## src/rtl/sram_mem_controller.sv

```systemverilog
// Memory-stage controller for a 16-bit asynchronous SRAM. Each 32-bit access
// runs as two halfword phases, and ready stays low until the access finishes.
module sram_mem_controller #(
  parameter int BASE_ADDR   = 1024,
  parameter int WAIT_CYCLES = 3,
  parameter int SRAM_AW     = 18
) (
  input  logic               clk,
  input  logic               rst,
  input  logic               wrEn,
  input  logic               rdEn,
  input  logic [31:0]        address,
  input  logic [31:0]        writeData,
  output logic [31:0]        readData,
  output logic               ready,
  output logic [SRAM_AW-1:0] sramAddr,
  output logic [15:0]        sramDqOut,
  input  logic [15:0]        sramDqIn,
  output logic               sramDqOe,
  output logic               sramWeN
);

  typedef enum logic [1:0] {
    IDLE,
    LOW,
    HIGH,
    DONE
  } state_t;

  localparam logic [3:0] LAST_COUNT = 4'(WAIT_CYCLES - 1);

  state_t             state;
  logic [3:0]         counter;
  logic               isWrite;
  logic [15:0]        wdHigh;
  logic [SRAM_AW-1:0] baseAddr;
  logic [SRAM_AW-1:0] baseNext;
  logic               request;

  assign request = wrEn | rdEn;

  // Halfword index of the word, bit0 cleared so base+1 never carries.
  always_comb begin
    baseNext = SRAM_AW'((address - 32'(BASE_ADDR)) >> 1) & ~SRAM_AW'(1);
  end

  always_comb begin
    ready = ((state == IDLE) && !request) || (state == DONE);
  end

  always_ff @(posedge clk or posedge rst) begin
    if (rst) begin
      state     <= IDLE;
      counter   <= '0;
      isWrite   <= 1'b0;
      wdHigh    <= '0;
      baseAddr  <= '0;
      readData  <= '0;
      sramAddr  <= '0;
      sramDqOut <= '0;
      sramDqOe  <= 1'b0;
      sramWeN   <= 1'b1;
    end else begin
      case (state)
        IDLE: begin
          sramDqOe <= 1'b0;
          sramWeN  <= 1'b1;
          if (request) begin
            isWrite  <= wrEn;
            wdHigh   <= writeData[31:16];
            baseAddr <= baseNext;
            counter  <= '0;
            sramAddr <= baseNext;
            state    <= LOW;
            if (wrEn) begin
              sramDqOut <= writeData[15:0];
              sramDqOe  <= 1'b1;
              sramWeN   <= 1'b0;
            end
          end
        end

        LOW: begin
          if (counter == LAST_COUNT) begin
            counter  <= '0;
            state    <= HIGH;
            sramAddr <= baseAddr | SRAM_AW'(1);
            if (isWrite) begin
              sramDqOut <= wdHigh;
            end else begin
              readData[15:0] <= sramDqIn;
            end
          end else begin
            counter <= counter + 4'd1;
          end
        end

        HIGH: begin
          if (counter == LAST_COUNT) begin
            counter  <= '0;
            state    <= DONE;
            sramDqOe <= 1'b0;
            sramWeN  <= 1'b1;
            if (!isWrite) begin
              readData[31:16] <= sramDqIn;
            end
          end else begin
            counter <= counter + 4'd1;
          end
        end

        DONE: begin
          counter <= '0;
          state   <= IDLE;
        end

        default: begin
          counter <= '0;
          state   <= IDLE;
        end
      endcase
    end
  end

endmodule

```

## config.mk

```make
export PLATFORM = sky130hd
export DESIGN_NAME = sram_mem_controller
export DESIGN_NICKNAME = d
export VERILOG_FILES = /design/src/rtl/sram_mem_controller.sv
export SDC_FILE = /design/constraint.sdc
export NUM_CORES = 1
export LEC_CHECK = 0
export CORE_MARGIN = 4
export CORE_UTILIZATION = 50
export DETAILED_ROUTE_END_ITERATION = 8
export HOLD_SLACK_MARGIN = 0.02
export PLACE_DENSITY = 0.95
export SYNTH_ARGS = -nofsm -noshare
export SYNTH_HDL_FRONTEND = slang
export SYNTH_SLANG_ARGS = --single-unit
export TNS_END_PERCENT = 50
```

## constraint.sdc

```tcl
create_clock -name clk -period 5.73 [get_ports clk]
set_clock_uncertainty 0.05 [all_clocks]
set_input_delay 0.573 -clock clk [delete_from_list [all_inputs] [get_ports clk]]
set_output_delay 0.573 -clock clk [all_outputs]
set_load 0.05 [all_outputs]
```

== Word-level counts from Yosys, hierarchy flattened ==
Cells that the tools add are included.
Widths: inputs -> output; s select.
Operators by class
  add/subtract/negate cells: 2
  $mul: 0
  divide/modulo/power cells: 0
  order comparisons: 0
  equal/unequal tests: 9
  shift operators: 0
  mux-type cells: 23
  bitwise logic cells: 2
  reductions and logical operators: 14
Operators by type and width (count)
  $mux 16: 4
  $mux 18: 2
  $pmux 18 s2: 1
  $pmux 16 s2: 1
  $sub 19x11->19 const B: 1
  $pmux 4 s3: 1
  $reduce_and 3->1: 4
  $ne 2x2->1 const B: 5
  $mux 4: 2
  $pmux 2 s4: 1
  $mux 1: 6
  $mux 2: 3
  $reduce_and 5->1: 1
  $add 4x1->4 const B: 1
  $eq 2x2->1 const B: 2
  $eq 4x2->1 const B: 1
  $pmux 1 s2: 2
  $reduce_and 2->1: 2
  $reduce_bool 2->1: 2
  $eq 2x1->1 const B: 1
  $logic_not 2->1: 1
  $reduce_or 2->1: 1
  $logic_and 1x1->1: 1
  $logic_not 1->1: 1
  other kinds (3): 3
Word-level totals
  bits in registers: 108
  latch bits: 0
  memory bits (writable): 0
  bits in read-only memories: 0
  word-level logic and storage cells: 61
  memories kept: 0

== Longest topological paths before layout ==
Gate-level depths: netlist of the first run.
  depth in word-level cells: 4
  gate-level depth with buffers: 9

== Least setup slack after synthesis of the first run ==
No wires, ideal clock.
  path type: register -> output
  from: register state[0]
  to: output ready
  arrival: 1581 ps
  path slack: 3526 ps
  cell stages (with the launch flop): 6
  path buffers: 1
  cell sequence: dfrtp_1 inv_1 ha_1 buf_4 nor3b_2 or2_2
On the way
  longest elaborated chain between the ends: 3
  elaborated cells between the ends (all ways): 4
  classes of those cells: eq/ne: 1; reduce/logical: 3
RTL lines
  start, declared: line 32  | state_t state;
  start signal, assigned: line 53  | state <= IDLE;
  start signal, assigned: line 74  | state <= LOW;
  start signal, assigned: line 86  | state <= HIGH;
  $logic_not 2->1: line 48  | ready = ((state == IDLE) && !request) || (state == DONE);
  $logic_and 1x1->1: line 48
  $logic_or 1x1->1 *: line 48
  end, declared: line 15  | output logic ready,
Every way passes the cells marked *; elsewhere a longest branch is shown, timed or not.

== Worst setup path after layout of the first run ==
  from: register state[1]
  to: output ready
Same word-level chain as after synthesis.

==> flow_summary_export.csv, run 1 <==
group,metric,value,unit
status,outcome,"finished clean",
synthesis,synth_fa_ha_area_share,2.12,%
cells_and_area,n_antenna_cell,0,
synthesis,synth_top_family_by_area,"multiplexers",
synthesis,synth_cell_types,45,
placement,io_buffers,137,
cells_and_area,drive_gt1_share,18.4,%
synthesis,synth_compound_area_share,8.92,%
worst_setup_path,path_cells,"inv_1 > ha_1 > nor3b_2 > or2_2 > clkdlybuf4s50_1",
worst_setup_path,slowest_delay,0.80,ns
sta,rsz0062_at_grt,"false",
synthesis,ys_ff_latch,108,
sta,setup_violations,0,
drt,ant_nets,0,
clock_tree,clock_latency,0.34,ns
cells_and_area,area_delta_synth_final,34.6,%
clock_tree,cts_sinks,108,
power_and_ir_drop,peakVddDrop,0.470,mV
floorplanning,dieArea,11100,µm²
power_and_ir_drop,switchingPower,2.05,mW
power_and_ir_drop,p_total,4.30,mW
synthesis,synthSimpleGateAreaFrac,8.20,%
clock_tree,post_cts_buffers,0,
sta,period_share,63.1,%
floorplanning,io_pins,153,
power_and_ir_drop,clockPowerShare,10.0,%
floorplanning,fp-row-count,35,
synthesis,synth_area_per_cell,12.4,µm²
synthesis,synthFlopType,"dfrtp_1",
worst_setup_path,cp.arrival,2.99,ns
cells_and_area,fillCellCount,631,
grt,grt_pass1_vias,3722,
floorplanning,initial_core_util,51.2,%
grt,antenna_found_initial,0,
clock_tree,cts_made_buffers,9,
clock_tree,clk_pin_slew,0.11,ns
clock_tree,h-tree-depth,3,
cells_and_area,final_common_cell,"clkdlybuf4s50_1",
floorplanning,core_area,9240,µm²
drt,avgViaCountPerCell,5.32,
clock_tree,cts-root-buf,"clkbuf_8",
drt,num_vias,3434,
cells_and_area,nNetsFinal,605,
synthesis,synth_edf_count,0,
sta,hold_violations,0,
worst_setup_path,worstPathRequired,5.11,ns
sta,timing.fmax,277,MHz
synthesis,synthMuxAreaShare,18.9,%
clock_tree,cts_tree,"yes",
synthesis,yosysSeqAreaShare,57.2,%
sta,setup_tns,0,ns
floorplanning,die_h,105,µm
worst_setup_path,worstSetupStartpointType,"flop",
floorplanning,fp.dieW,105,µm
power_and_ir_drop,pwr-share-seq,31.6,%
worst_setup_path,critPathSlowestCell,"clkdlybuf4s50_1",
drt,first_pass_iters,6,
clock_tree,cts_resized,0,
drt,drc_errors,0,
synthesis,synth-xor-area-share,1.30,%
worst_setup_path,critPathMaxFanout,10,
synthesis,yosysWarnings,0,
drt,wirelength,11000,µm
power_and_ir_drop,switching_share,47.6,%
grt,grt_pass1_wl,18300,µm
synthesis,syn-num-nets,473,
synthesis,async_reset_ff_share,100,%
grt,grt_usage,20.3,%
sta,min_period,3.62,ns
clock_tree,postCtsHoldBufs,0,
power_and_ir_drop,combPwrFrac,58.4,%
clock_tree,clk_path_buf_depth,2,
power_and_ir_drop,power_density,676,nW/µm²
grt,grt_max_degree,59,
sta,slew_headroom,34.3,%
sta,maxSlewViolCount,0,
worst_setup_path,crit_type,"reg2out",
worst_hold_path,holdCritPathClass,"reg2reg",
synthesis,netlist_instances,381,
sta,worst_pin_slew,0.986,ns
power_and_ir_drop,p_int,2.26,mW
flow_run,drv_cap,0,
power_and_ir_drop,p_leak,2.68,nW
drt,drt-initial-drc-count,80,
grt,grt.overflow.total,0,
drt,routedWlPerCell,17.0,µm
placement,dpl.hpwl,8140,µm
synthesis,syn_area,4730,µm²
placement,place_congestion,0.796,
cells_and_area,final_cell_mix,"137 x clkdlybuf4s50_1, 107 x dfrtp_1, 54 x mux2_2, 33 x nand2_1, 26 x nor2_1",
worst_setup_path,crit_path_end_kind,"output pin",
==> sequential cells by signal, summed over array words and instances (netlist names) <==
register	cells
state	2
readData	32
sramDqOe	1
isWrite	1
sramAddr	18
counter	4
baseAddr	17
sramWeN	1
sramDqOut	16
wdHigh	16
==> kinds of logic (layout without fill, tap and decap cells) <==
logic type      Yosys count  in the layout
compound gates           66             66
xor+xnor                  7              7
fa+ha+maj                 8              8
buf+inv                  28            164
flops                   108            108
mux                      82             82
simple gates             82             82
==> Yosys cell counts, types with 2 or more instances <==
master / instances / area [µm²]
a21o_1: 2 / 15.0
a21oi_1: 23 / 115
buf_2: 6 / 30.0
buf_6: 6 / 67.6
clkbuf_1: 7 / 26.3
dfrtp_1: 107 / 2680
ha_1: 8 / 100
inv_1: 8 / 30.0
mux2_1: 3 / 33.8
mux2_2: 54 / 608
mux2i_1: 25 / 250
nand2_1: 33 / 124
nand2_4: 2 / 22.5
nand3_1: 7 / 35.0
nor2_1: 26 / 97.6
nor3_1: 2 / 10.0
o211ai_1: 4 / 30.0
o21ai_0: 18 / 90.1
o21ai_2: 8 / 70.1
or2_2: 2 / 12.5
xnor2_1: 5 / 43.8
xor2_1: 2 / 17.5
==> critical path: cells and delay by family (launching register included) <==
kind	cells	cell delay, ns
AND/OR/NAND/NOR	2	0.89
buffers and inverters	2	0.93
adder cells (fa/ha/maj)	1	0.42
flip-flops	1	0.41
==> cell type report <==
cell class,instances,area (µm²),share of cell area [%]
flip-flops and latches,108,2700,42.5
multi-input cells,245,1880,29.6
repair buffers,141,1400,22.0
well taps,129,161,2.54
clock buffers,10,138,2.16
clock inverters,5,45.0,0.708
inverters,8,32.5,0.511
==> final timing paths <==
check	startpoint	to	slack [ns]	cells after the start
worst max-delay path	state[1]$_DFFE_PP0P_	ready	2.11	5
worst min register to register	sramAddr[4]$_DFFE_PP0P_	sramAddr[4]$_DFFE_PP0P_	0.44	2
worst min-delay path	sramAddr[4]$_DFFE_PP0P_	sramAddr[4]$_DFFE_PP0P_	0.44	2
min in group asynchronous	rst	readData[6]$_DFFE_PP0P_	0.58	2
worst max register to register	state[1]$_DFFE_PP0P_	sramAddr[13]$_DFFE_PP0P_	2.80	7
max in group asynchronous	rst	readData[9]$_DFFE_PP0P_	3.87	3
==> power groups by stage <==
| stage | clock, mW | combinational, mW | sequential (mW) |
|---|---|---|---|
| global placement | 0 | 2.45 | 1.34 |
| global route | 0.476 | 2.67 | 1.40 |
| floorplan | 0 | 0.959 | 2.18 |
| finish | 0.429 | 2.51 | 1.36 |
| detailed placement | 0 | 2.53 | 1.38 |
| CTS | 0.443 | 2.54 | 1.36 |
==> through the flow <==
step / area, µm² / cells / worst slack [ns] / util (%) / hold WS (ns)
global route: 6360 / 646 / 1.95 / 68.9 / 0.457
finish: 6360 / 646 / 2.11 / 68.9 / 0.443
detailed placement: 6180 / 631 / 2.35 / 66.9 / 0.421
CTS: 6360 / 646 / 2.12 / 68.9 / 0.444
floorplan: 4730 / 381 / 2.26 / - / 0.399
global placement: 6180 / 631 / 2.38 / 66.9 / 0.412
==> metal layers <==
metal | track usage (%) | up-vias | part of all wire [%]
met5 | 0 | - | 0
met4 | 4.87 | 0 | 0.65
met3 | 6.12 | 7 | 7.4
met2 | 36.8 | 114 | 53
met1 | 23.5 | 1719 | 39
li1 | - | 1594 | -
(Power assumes the default switching activity.)
==> inputs of run 2 (changes only) <==
CORE_UTILIZATION = 46   (was 50)
PLACE_DENSITY = 0.89   (was 0.95)
clock period = 3.4 ns   (was 5.73 ns; I/O delays follow)
==> flow_summary_export.csv, run 2 (same netlist as run 1, synthesis figures left out) <==
group,metric,value,unit
sta,timing.fmax,344,MHz
clock_tree,postCtsHoldBufs,0,
drt,drc_errors,0,
drt,routedWlPerCell,16.9,µm
grt,grt_pass1_vias,3774,
cells_and_area,multiInputGateArea,1880,µm²
floorplanning,fp-row-count,36,
worst_setup_path,cp.depth,5,
power_and_ir_drop,p_leak,2.72,nW
clock_tree,cts-root-buf,"clkbuf_8",
worst_setup_path,cp_top_family,"buffers and inverters",
clock_tree,clk_path_buf_depth,2,
worst_setup_path,endpoint,"ready",
clock_tree,post_cts_buffers,0,
floorplanning,fp.dieW,109,µm
sta,min_period,2.91,ns
clock_tree,cts_resized,0,
worst_setup_path,reg2reg_to,"sramAddr[13]$_DFFE_PP0P_",
worst_setup_path,r2r_cells,8,
power_and_ir_drop,p_total,7.30,mW
cells_and_area,seq_area,2700,µm²
floorplanning,core_area,9910,µm²
worst_setup_path,startpoint,"state[0]$_DFFE_PP0P_",
drt,avgViaCountPerCell,5.21,
worst_setup_path,worstPathRequired,3.01,ns
status,outcome,"finished clean",
sta,setup_tns,0,ns
worst_setup_path,critPathMaxFanout,10,
cells_and_area,drive_gt1_share,19.2,%
grt,antenna_found_initial,0,
drt,num_vias,3412,
power_and_ir_drop,power_density,1140,nW/µm²
cells_and_area,nNetsFinal,610,
worst_setup_path,r2r_slack,1.14,ns
clock_tree,cts_tree,"yes",
cells_and_area,stdcell_count,655,
floorplanning,initial_core_util,47.7,%
sta,hold_violations,0,
worst_setup_path,critPathSlowestCell,"clkdlybuf4s50_1",
worst_setup_path,critical_path.n_buffers_inverters,2,
drt,first_pass_iters,4,
worst_setup_path,worstSetupStartpointType,"flop",
drt,wirelength,11100,µm
placement,place_congestion,0.775,
grt,grt_max_degree,56,
worst_setup_path,crit_path_end_kind,"output pin",
sta,period_share,85.5,%
floorplanning,die_h,109,µm
clock_tree,cts_made_buffers,9,
drt,drt-initial-drc-count,78,
worst_setup_path,path_cells,"inv_1 > ha_1 > nor3b_2 > or2_2 > clkdlybuf4s50_1",
clock_tree,h-tree-depth,3,
cells_and_area,final_cell_mix,"137 x clkdlybuf4s50_1, 107 x dfrtp_1, 54 x mux2_2, 33 x nand2_1, 26 x nor2_1",
worst_hold_path,holdCritPathClass,"in2async",
placement,io_buffers,137,
cells_and_area,area_delta_synth_final,35.8,%
sta,slew_headroom,36.1,%
clock_tree,cts_sinks,108,
floorplanning,io_pins,153,
cells_and_area,largestRegisters,"readData (32), sramAddr (18), baseAddr (17)",
cells_and_area,top_register,"readData",
sta,worst_pin_slew,0.955,ns
grt,grt.overflow.total,0,
cells_and_area,final_common_cell,"clkdlybuf4s50_1",
cells_and_area,fillCellCount,754,
cells_and_area,n_antenna_cell,0,
power_and_ir_drop,peakVddDrop,0.782,mV
clock_tree,clk_pin_slew,0.10,ns
grt,grt_usage,19.5,%
floorplanning,dieArea,12000,µm²
flow_run,drv_cap,0,
worst_setup_path,cp.arrival,2.52,ns
sta,maxSlewViolCount,0,
cells_and_area,largest_register_ffs,32,
drt,ant_nets,0,
placement,dp.cells,640,
grt,grt_pass1_wl,18100,µm
sta,whs,0.194,ns
worst_setup_path,crit_type,"reg2out",
clock_tree,clock_latency,0.35,ns
worst_setup_path,slowest_delay,0.79,ns
worst_setup_path,r2r-start,"state[0]$_DFFE_PP0P_",
placement,dpl.hpwl,8370,µm
sta,setup_violations,0,
sta,rsz0062_at_grt,"false",
[run 2: layout make-up]
cell class              instances  share of cell area, %
clock buffers                  10                   2.14
clock inverters                 5                  0.721
inverters                       8                  0.507
multi-input cells             245                   29.3
flip-flops and latches        108                   42.1
well taps                     133                   2.59
repair buffers                146                   22.6
[run 2: layer usage]
metal	GRT usage, %	up-vias	wire length (µm)
li1	-	1597	-
met1	22.5	1685	4300
met2	34.5	115	5770
met3	6.81	15	845
met4	5.08	0	171
met5	0	-	0
[run 2: worst min path at each step]
stage	startpoint	endpoint	cells after the start
detailed placement	sramAddr[1]$_DFFE_PP0P_	sramAddr[1]$_DFFE_PP0P_	2
global route	rst	readData[30]$_DFFE_PP0P_	2
finish	rst	readData[0]$_DFFE_PP0P_	2
global placement	baseAddr[16]$_DFFE_PP0P_	baseAddr[16]$_DFFE_PP0P_	2
CTS	rst	readData[0]$_DFFE_PP0P_	2
floorplan	baseAddr[14]$_DFFE_PP0P_	baseAddr[14]$_DFFE_PP0P_	2
[run 2: metrics by stage]
stage | setup slack (ns) | util [%] | area, µm²
global route | 0.351 | 64.8 | 6420
finish | 0.493 | 64.8 | 6420
global placement | 0.968 | 62.9 | 6240
CTS | 0.483 | 64.8 | 6420
detailed placement | 0.889 | 62.9 | 6240
floorplan | 0.166 | - | 4730
[run 2: power by group]
part           leakage [nW]  switching, mW  internal, mW
clock                0.0948          0.436         0.295
combinational          1.35           2.66          1.60
sequential             1.28          0.365          1.94
[run 2: worst reg2reg max path, delay by kind of cell, from the launching register on]
family	cells	cell delay (ns)
buf+inv	3	0.64
flops	1	0.44
fa+ha+maj	1	0.40
compound gates	3	0.37
simple gates	1	0.27
